--- src/rtl/i2s_pkg.sv ---
// i2s_pkg: shared constants and types for the I2S transmitter.
//   FRAME_BITS   : BCK periods per stereo frame (two 32-bit slots)
//   SLOT_BITS    : BCK periods per channel slot
//   SAMPLE_W_DEF : default PCM sample width used by the top level
//   bit_idx_t    : frame bit index, 0..63
//   sample_pair_t: stereo pair at the default sample width
//   pair_t       : stereo pair with each sample MSB-justified in a full slot
//   ws_for_bit() : word-select level for a given frame bit index
package i2s_pkg;

    localparam int FRAME_BITS   = 64;
    localparam int SLOT_BITS    = 32;
    localparam int SAMPLE_W_DEF = 16;

    typedef logic [5:0] bit_idx_t;

    typedef struct packed {
        logic [SAMPLE_W_DEF-1:0] left;
        logic [SAMPLE_W_DEF-1:0] right;
    } sample_pair_t;

    // Samples are stored MSB-justified in their slot so the unused tail of
    // each slot is already zero and the frame can be shifted out verbatim.
    typedef struct packed {
        logic [SLOT_BITS-1:0] left;
        logic [SLOT_BITS-1:0] right;
    } pair_t;

    // WS leads each slot by one bit: high for bits 31..62.
    function automatic logic ws_for_bit(input bit_idx_t b);
        return (b >= 6'd31) && (b <= 6'd62);
    endfunction

endpackage

--- src/rtl/i2s_bck_gen.sv ---
// i2s_bck_gen: bit-clock generator.
//   clk    : system clock
//   reset  : synchronous, active-high
//   bck_o  : registered bit clock, half-period of BCK_DIV clk cycles
//   rise_o : one-cycle strobe in the cycle whose edge drives BCK 0->1
//   fall_o : one-cycle strobe in the cycle whose edge drives BCK 1->0
module i2s_bck_gen #(
    parameter int BCK_DIV = 4
) (
    input  logic clk,
    input  logic reset,
    output logic bck_o,
    output logic rise_o,
    output logic fall_o
);

    localparam int CNT_W = (BCK_DIV > 1) ? $clog2(BCK_DIV) : 1;
    localparam logic [CNT_W-1:0] TC = CNT_W'(BCK_DIV - 1);

    logic [CNT_W-1:0] div_cnt_q, div_cnt_d;
    logic             bck_q, bck_d;
    logic             tc;

    always_comb begin
        tc        = (div_cnt_q == TC);
        div_cnt_d = tc ? '0 : div_cnt_q + 1'b1;
        bck_d     = tc ? ~bck_q : bck_q;
    end

    always_ff @(posedge clk) begin
        if (reset) begin
            div_cnt_q <= '0;
            bck_q     <= 1'b0;
        end else begin
            div_cnt_q <= div_cnt_d;
            bck_q     <= bck_d;
        end
    end

    // Strobes mark the cycle before BCK changes, so logic clocked by the
    // same edge updates together with BCK.
    assign bck_o  = bck_q;
    assign rise_o = tc & ~bck_q;
    assign fall_o = tc & bck_q;

endmodule

--- src/rtl/i2s_frame_tx.sv ---
// i2s_frame_tx: single-clock I2S transmitter with a one-pair holding register.
//   clk, reset        : clock, synchronous active-high reset
//   sample_l/sample_r : stereo PCM pair, two's complement, SAMPLE_W bits each
//   valid / ready     : pair handshake; ready is high while the holding register is empty
//   underflow_clr     : clears the sticky underflow flag (a simultaneous set wins)
//   I2S_BCK_o         : bit clock
//   I2S_WS_o          : word select, 0 = left, 1 = right
//   I2S_DATA_o        : serial data, MSB first, one bit after WS
//   underflow         : sticky, a frame started with the holding register empty
// Build option I2S_TX_UNDERFLOW_MUTE_EN: when defined an underflow frame is
// all zeros; otherwise it repeats the last loaded pair (zero after reset).
module i2s_frame_tx
    import i2s_pkg::*;
#(
    parameter int SAMPLE_W = SAMPLE_W_DEF,
    parameter int BCK_DIV  = 4
) (
    input  logic                clk,
    input  logic                reset,
    input  logic [SAMPLE_W-1:0] sample_l,
    input  logic [SAMPLE_W-1:0] sample_r,
    input  logic                valid,
    output logic                ready,
    input  logic                underflow_clr,
    output logic                I2S_BCK_o,
    output logic                I2S_WS_o,
    output logic                I2S_DATA_o,
    output logic                underflow
);

    function automatic logic [SLOT_BITS-1:0] justify(input logic [SAMPLE_W-1:0] s);
        logic [SLOT_BITS-1:0] slot;
        slot = '0;
        slot[SLOT_BITS-1 -: SAMPLE_W] = s;
        return slot;
    endfunction

    logic bck_rise, bck_fall;

    i2s_bck_gen #(
        .BCK_DIV (BCK_DIV)
    ) u_bck_gen (
        .clk    (clk),
        .reset  (reset),
        .bck_o  (I2S_BCK_o),
        .rise_o (bck_rise),
        .fall_o (bck_fall)
    );

    bit_idx_t                bit_q, bit_d;
    logic                    ws_q, ws_d;
    logic                    data_q, data_d;
    logic [FRAME_BITS-1:0]   shift_q, shift_d;
    pair_t                   hold_q, hold_d;
    logic                    ready_q, ready_d;
    logic                    underflow_q, underflow_d;
    logic [FRAME_BITS-1:0]   uf_src;
    logic [FRAME_BITS-1:0]   frame;
    logic                    accept;
    logic                    load;

`ifdef I2S_TX_UNDERFLOW_MUTE_EN
    assign uf_src = '0;
`else
    pair_t last_q, last_d;

    always_comb begin
        last_d = last_q;
        if (load && !ready_q) begin
            last_d = hold_q;
        end
    end

    always_ff @(posedge clk) begin
        if (reset) begin
            last_q <= '0;
        end else begin
            last_q <= last_d;
        end
    end

    assign uf_src = last_q;
`endif

    always_comb begin
        accept      = valid & ready_q;
        load        = bck_fall & (bit_q == bit_idx_t'(FRAME_BITS - 1));
        bit_d       = bit_q;
        ws_d        = ws_q;
        data_d      = data_q;
        shift_d     = shift_q;
        hold_d      = hold_q;
        ready_d     = ready_q;
        underflow_d = underflow_q;
        frame       = shift_q;

        // Accept and a full-register load are mutually exclusive; an accept
        // on an underflow load cycle lands in hold for the following frame.
        if (accept) begin
            hold_d.left  = justify(sample_l);
            hold_d.right = justify(sample_r);
            ready_d      = 1'b0;
        end

        if (bck_fall) begin
            bit_d = bit_idx_t'(bit_q + 1'b1);
            ws_d  = ws_for_bit(bit_d);
            if (load) begin
                if (ready_q) begin
                    frame = uf_src;
                end else begin
                    frame   = hold_q;
                    ready_d = 1'b1;
                end
            end
            data_d  = frame[FRAME_BITS-1];
            shift_d = frame << 1;
        end

        if (load && ready_q) begin
            underflow_d = 1'b1;
        end else if (underflow_clr) begin
            underflow_d = 1'b0;
        end
    end

    always_ff @(posedge clk) begin
        if (reset) begin
            bit_q       <= bit_idx_t'(FRAME_BITS - 1);
            ws_q        <= 1'b0;
            data_q      <= 1'b0;
            shift_q     <= '0;
            hold_q      <= '0;
            ready_q     <= 1'b1;
            underflow_q <= 1'b0;
        end else begin
            bit_q       <= bit_d;
            ws_q        <= ws_d;
            data_q      <= data_d;
            shift_q     <= shift_d;
            hold_q      <= hold_d;
            ready_q     <= ready_d;
            underflow_q <= underflow_d;
        end
    end

    assign ready      = ready_q;
    assign underflow  = underflow_q;
    assign I2S_WS_o   = ws_q;
    assign I2S_DATA_o = data_q;

endmodule
--- config.mk ---
export PLATFORM = sky130hd
export DESIGN_NAME = i2s_frame_tx
export DESIGN_NICKNAME = d
export VERILOG_FILES = /design/src/rtl/i2s_pkg.sv /design/src/rtl/i2s_bck_gen.sv /design/src/rtl/i2s_frame_tx.sv
export SDC_FILE = /design/constraint.sdc
export NUM_CORES = 1
export LEC_CHECK = 0
export BUFFER_PORTS_ARGS = -buffer_cell sky130_fd_sc_hd__buf_2
export CAP_MARGIN = 40
export CORE_MARGIN = 2
export CORE_UTILIZATION = 45
export CTS_CLUSTER_DIAMETER = 120
export DETAILED_ROUTE_END_ITERATION = 10
export PLACE_DENSITY = 0.74
export SYNTH_ARGS = -nofsm -noshare
export SYNTH_HDL_FRONTEND = slang
export SYNTH_SLANG_ARGS = --single-unit
--- constraint.sdc ---
create_clock -name clk -period 1.6 [get_ports clk]
set_input_delay 0.24 -clock clk [delete_from_list [all_inputs] [get_ports clk]]
set_output_delay 0.24 -clock clk [all_outputs]
set_load 0.01 [all_outputs]
==> impl_results.md, run 1 <==
- Routed wire length: between 10000 and 15000 um
- Crit path time final: about 1.6 ns
- Clk pin slew, worst setup/hold paths: 0.06 ns
- CTS tree: built
- CP Cell Sequence: ha_4 -> nand2_4 -> buf_6 -> nor4_4 -> buf_6 -> clkbuf_16 -> nand2_1 -> a21oi_1
- Synth Area in XOR/XNOR: 0.0102
- Initial DRC Count: ~500
- Largest net degree at the start of global routing: 49
- Die Y: roughly 110 um
- HP Class: in2reg
- Post-synthesis instance total: between 600 and 700
- Global-route wire length before repair: between 15000 and 20000 um
- Post-Synth Adder-Cell Area: 0.00973
- Non-Filler Instances: between 800 and 900
- CP dominant cell by count: buf_6
- Synth Area in Simple Gates: 0.214
- Critical Path Start: bit_q[1]
- Main area contributors after synthesis: dfxtp_1, nand2_1, a21oi_1, mux2i_1, nand3_1
- GR Overflow Total: 0
- Synth Area in Compound Gates: 0.169
- CP endpoint: last_q[28]
- Max-slew headroom: 0.606
- Tightest Pin Transition: 0.591 ns
- Routed Antenna Nets: 0
- Avg Cell Area, Syn: 8.07 um2
- Arr. time, crit path: about 2.0 ns
- CTS max path bufs: 2
- Net count, final: approximately 720
- Largest family of logic cells by synthesized area: simple AND/OR/NAND/NOR gates
- CTS root buf: clkbuf_16
- # setup viols final: 4
- Reg-to-Reg End: last_q[28]
- VDD IR max: 0.755 mV
- Ant. Diodes: 0
- Initial Utilization: 0.456
- Fin crit share: 1.02
- Syn Nets: roughly 680
- FF-to-FF path depth: 8
- Clk_skew: slightly below 0.009 ns
- Crit. End Element: flop
- Crit path max fanout: 7
- Primary FF master, synth: dfxtp_1
- FF-to-FF Start: bit_q[1]
- Synth top cells by count: nand2_1, dfxtp_1, a21oi_1, nand3_1, clkbuf_1
- Core Area: between 10000 and 15000 um2
- DP HPWL: between 7000 and 8000 um
- Rows: 39
- Number of antenna violations at the first check in global routing: 0
- Fillers: between 900 and 1000
- Slowest CP cell: dfxtp_2
- Fmax: 0.615 GHz
- Synthesized flop and latch total: 124
- Register-to-register setup slack: -0.03 ns
- Count leader, synth: nand2_1
- Post-synth EDFFs: 0
- Wire per inst: approximately 16 um
- Final Instance Area: ~6600 um2
- Final hold violation count: 0
- Startpoint class of the critical path: flop
- Max_cap viols: 0
- Dpl cell area: approximately 5600 um2
- P_leak: 0.00271 uW
- Largest stage delay, worst path: 0.35 ns
- Vias in the first global route: 4351
- CP Data Required Time: around 1.9 ns
- Gp weighted congestion: approximately 0.78
- GR Util All Layers: 0.194
- Fraction of synthesized area in multiplexers: 0.0623
- Async S/R FF share, synth: 0
- CTS sink cnt: ~120
- Crit path kind: reg2reg
- DIE AREA: 12300 um2
- Layout cells sized above 1: 0.239
- Vias: 4681
- Placed cell count: ~800
- Num CTS Buffers: 17
- Share of the synthesized area in the top cell type: 0.483
- Worst-Skew Late Latency: 0.42 ns
- Drt via density: about 5.6
- Max-slew violations: 0
- Port buffer count: 40
- Synth-to-layout area growth: 28.3%
- DRT Pass-1 Iters: 5
- Unique masters post-synth: 34
- PnR Total Power: between 7000 and 8000 uW
- I/O Pins: 41
- Area leader, netlist: dfxtp_1
- Die X-Extent: between 100 and 150 um
- H-tree levels: 4
- Status: finished, violations left
- Sequential area share after synthesis: 0.483
- Pwr Density: ~1100 nW/um2
- RSZ-0062 raised after global routing: true
- Final setup margin: -0.0263 ns
- DRC errors left: 0
- Synthesized area: 5140 um2
- Failing checks: negative setup slack
- Yosys Warn Count: 0
[per-layer routing]
metal	GRT usage	routed length, um	share of wire	vias to the layer above
li1	-	-	-	2274
met1	0.231	5510	0.42	2188
met2	0.337	6470	0.49	177
met3	0.0421	755	0.057	42
met4	0.0833	394	0.030	0
met5	0	0	0	-
[stage by stage]
stage / worst slack [ns] / hold slack, ns / TNS [ns] / utilization
final: -0.0263 / 0.0603 / -0.0311 / 0.585
after global routing: -0.0931 / 0.0648 / -1.63 / 0.585
after CTS: -0.0180 / 0.0554 / -0.0636 / 0.554
after detailed placement: -0.0138 / 0.427 / -0.0404 / 0.501
after global placement: 0.0257 / 0.418 / 0 / 0.501
after floorplan: 0.00531 / 0.376 / 0 / -
[report_power, final]
part           internal, uW  leakage, uW  switching (uW)
sequential             3150      0.00100            57.1
combinational           195      0.00141             263
clock                  2550     0.000297            1290
[cell usage in the layout, fill, tap and decap left out, drive strengths merged, types with 3 or more instances in the layout]
| cell type | instances |
|---|---|
| clkinv | 5 |
| a21oi | 114 |
| bufinv | 3 |
| o211ai | 31 |
| nand3 | 50 |
| clkbuf | 26 |
| nor2 | 6 |
| nand2 | 182 |
| or4 | 4 |
| xor2 | 3 |
| dfxtp | 124 |
| nand2b | 5 |
| mux2i | 32 |
| inv | 5 |
| buf | 77 |
| ha | 4 |
| nor3 | 3 |
| and2 | 4 |
| xnor2 | 3 |
[layout make-up]
cell class	count	area [um2]	area share
repair buffers	80	686	0.104
inverters	5	18.8	0.00284
multi-input cells	456	2630	0.399
flip-flops and latches	124	2490	0.377
clock buffers	23	478	0.0724
well taps	143	179	0.0271
clock inverters	8	115	0.0174
[timing repair]
| action | in CTS | in global routing |
|---|---|---|
| setup buffers | 0 | 4 |
| resized for setup | 1 | 62 |
| cloned | 0 | 7 |
| hold buffers | 0 | 0 |
| pin swaps | 1 | 12 |
| endpoints found under the setup margin | 10 | 70 |
[cell families after synthesis]
kind of cell	after synthesis
adders and majority gates	4
DFF	124
buffers and inverters	60
AOI/OAI and AO/OA	152
xor gates and xnor gates	6
and+or+nand+nor	259
muxes	32
[worst max-delay path, delay by kind of cell, from the launching register on]
kind | cells | cell delay [ns]
fa+ha+maj | 1 | 0.16
compound gates | 1 | 0.14
flops | 1 | 0.35
simple gates | 3 | 0.40
buf+inv | 3 | 0.48
[flip-flops by register name, indices dropped and copies added (netlist names)]
register,count
I2S_DATA_o,1
underflow,1
shift_q,47
last_q,32
u_bck_gen.div_cnt_q,2
u_bck_gen.bck_o,1
I2S_WS_o,1
ready,1
hold_q,32
bit_q,6
[worst min-delay path by stage]
stage | from | to | slack (ns) | depth (start not counted)
3_5_place_dp | u_bck_gen.div_cnt_q[0] | u_bck_gen.div_cnt_q[0] | 0.43 | 1
5_1_grt | sample_r[2] | hold_q[18] | 0.06 | 3
3_3_place_gp | u_bck_gen.div_cnt_q[0] | u_bck_gen.div_cnt_q[0] | 0.42 | 1
4_1_cts | sample_r[4] | hold_q[20] | 0.06 | 3
6_report | sample_l[5] | hold_q[53] | 0.06 | 3
2_1_floorplan | sample_r[0] | hold_q[16] | 0.38 | 2
Power figures use the tool's default switching activity.
==> run 2: changes to the inputs <==
--- a/config.mk
+++ b/config.mk
@@ -7,6 +7,7 @@
 export LEC_CHECK = 0
 export BUFFER_PORTS_ARGS = -buffer_cell sky130_fd_sc_hd__buf_2
 export CAP_MARGIN = 40
+export CORE_ASPECT_RATIO = 2
 export CORE_MARGIN = 2
 export CORE_UTILIZATION = 45
 export CTS_CLUSTER_DIAMETER = 120
==> impl_results.md, run 2 (synthesis gave the netlist of run 1 again) <==
- Largest register FFs: 47
- Crit path time final: ~1.6 ns
- Initial Utilization: 0.458
- DIE AREA: roughly 12000 um2
- Hold-critical path depth: 3
- Crit path kind: reg2reg
- Ant. Diodes: 0
- Register area: 2490 um2
- Core Area: 11200 um2
- Tightest Pin Transition: 0.494 ns
- Status: finished clean
- Largest net degree at the start of global routing: between 40 and 50
- Commonest non-fill, non-tap cell in the layout: nand2_1
- Max-slew headroom: 0.671
- Reg with most FFs: shift_q
- Clk_skew: around 0.0090 ns
- Worst-Skew Late Latency: approximately 0.4 ns
- Clk pin slew, worst setup/hold paths: approximately 0.060 ns
- DRT Pass-1 Iters: 6
- Register-to-register setup slack: between 0.015 and 0.02 ns
- CP Data Required Time: between 1.5 and 2 ns
- Hold_ws: a little under 0.07 ns
- Global-route wire length before repair: 19400 um
- Num CTS Buffers: 17
- Vias: 4557
- Largest registers: shift_q (47), hold_q (32), last_q (32)
- FF-to-FF Start: bit_q[1]
- P_leak: approximately 0.0026 uW
- Dpl cell area: approximately 5600 um2
- Number of antenna violations at the first check in global routing: 0
- VDD IR max: between 0.8 and 0.9 mV
- I/O Pins: 41
- Die X-Extent: 79.6 um
- Most frequent cells in the layout: nand2_1, dfxtp_1, a21oi_1
- Crit path max fanout: 5
- Max-slew violations: 0
- Vias in the first global route: 4379
- Fin crit share: 0.990
- Gp weighted congestion: between 0.8 and 0.9
- CTS tree: built
- Arr. time, crit path: 1.89 ns
- Reg-to-Reg End: I2S_WS_o
- Startpoint class of the critical path: flop
- HP Start: sample_r[12]
- Setup bufs post-CTS: 0
- Drt via density: between 5 and 6
- Fillers: 980
- Final setup margin: ~0.016 ns
- Final hold violation count: 0
- GR Util All Layers: 0.196
- Initial DRC Count: 280
- H-tree levels: 4
- Final Instance Area: between 6000 and 7000 um2
- Port buffer count: 40
- Wire per inst: approximately 14 um
- DRC errors left: 0
- Rows: 55
- CTS max path bufs: 2
- HP Class: in2reg
- Synth-to-layout area growth: 22.8%
- WHS Endpoint: hold_q[28]
- DP HPWL: slightly below 8000 um
- PnR Total Power: ~7800 uW
- Net count, final: 715
- CTS Hold Buffers Added: 0
- Max_cap viols: 0
- Die Y: 155 um
- Routed Antenna Nets: 0
- # setup viols final: 0
- GR Overflow Total: 0
- CTS sink cnt: around 120
- RSZ-0062 raised after global routing: true
- FF-to-FF path depth: 5
- Pwr Density: 1230 nW/um2
- CTS root buf: clkbuf_16
- Fmax: between 0.6 and 0.7 GHz
- Area of the multi-input gates: about 2500 um2
- Routed wire length: 12000 um
- Layout cells sized above 1: 0.180
- Crit. End Element: flop
- Place WS: -0.0285 ns
==> run 2: area by class of cell <==
cell class	instances	share of cell area
sequential	124	0.394
multi-input combinational	455	0.392
timing repair buffer	72	0.0818
clock buffer	19	0.0702
clock inverter	12	0.0309
tap	142	0.0281
inverter	5	0.00297
==> run 2: repair_timing <==
action | CTS | global route
resized for setup | 2 | 11
pin swaps | 2 | 3
endpoints found under the hold margin | 0 | 0
gates cloned | 0 | 3
setup endpoints to repair | 32 | 50
==> run 2: per-layer routing <==
layer | wire [um] | share of wire | global-route usage | vias to the layer above
met5 | 0 | 0 | 0 | -
met4 | 209 | 0.017 | 0.0837 | 0
met3 | 451 | 0.038 | 0.0458 | 20
met2 | 6670 | 0.56 | 0.368 | 122
met1 | 4660 | 0.39 | 0.201 | 2162
li1 | - | - | - | 2253
==> run 2: power by group <==
part	internal, uW	switching, uW
combinational	174	245
clock	2790	1350
sequential	3150	51.1
total	6110	1640
==> run 2: how the worst max path moves through the flow <==
| stage | slack (ns) | depth (start not counted) | start | to |
|---|---|---|---|---|
| 4_1_cts | -0.009 | 5 | u_bck_gen.div_cnt_q[0] | last_q[20] |
| 3_3_place_gp | 0.04 | 5 | u_bck_gen.div_cnt_q[0] | last_q[50] |
| 6_report | 0.02 | 5 | bit_q[1] | I2S_WS_o |
| 3_5_place_dp | -0.03 | 5 | bit_q[3] | shift_q[44] |
| 5_1_grt | -0.04 | 5 | bit_q[1] | I2S_WS_o |
| 2_1_floorplan | 0.005 | 7 | bit_q[0] | last_q[25] |
==> run 2: critical path, cell delays in order (launching register included) <==
cell and delay, ns:
dfxtp_2 0.32, ha_2 0.19, buf_4 0.15, and4b_1 0.22
o221a_2 0.28, a2111oi_2 0.32
==> run 2: metrics by stage <==
stage | cells | utilization | setup TNS (ns)
4_1_cts | 826 | 0.557 | -0.0122
6_report | 829 | 0.563 | 0
3_5_place_dp | 795 | 0.500 | -0.229
2_1_floorplan | 637 | - | 0
3_3_place_gp | 795 | 0.500 | 0
5_1_grt | 829 | 0.563 | -0.225
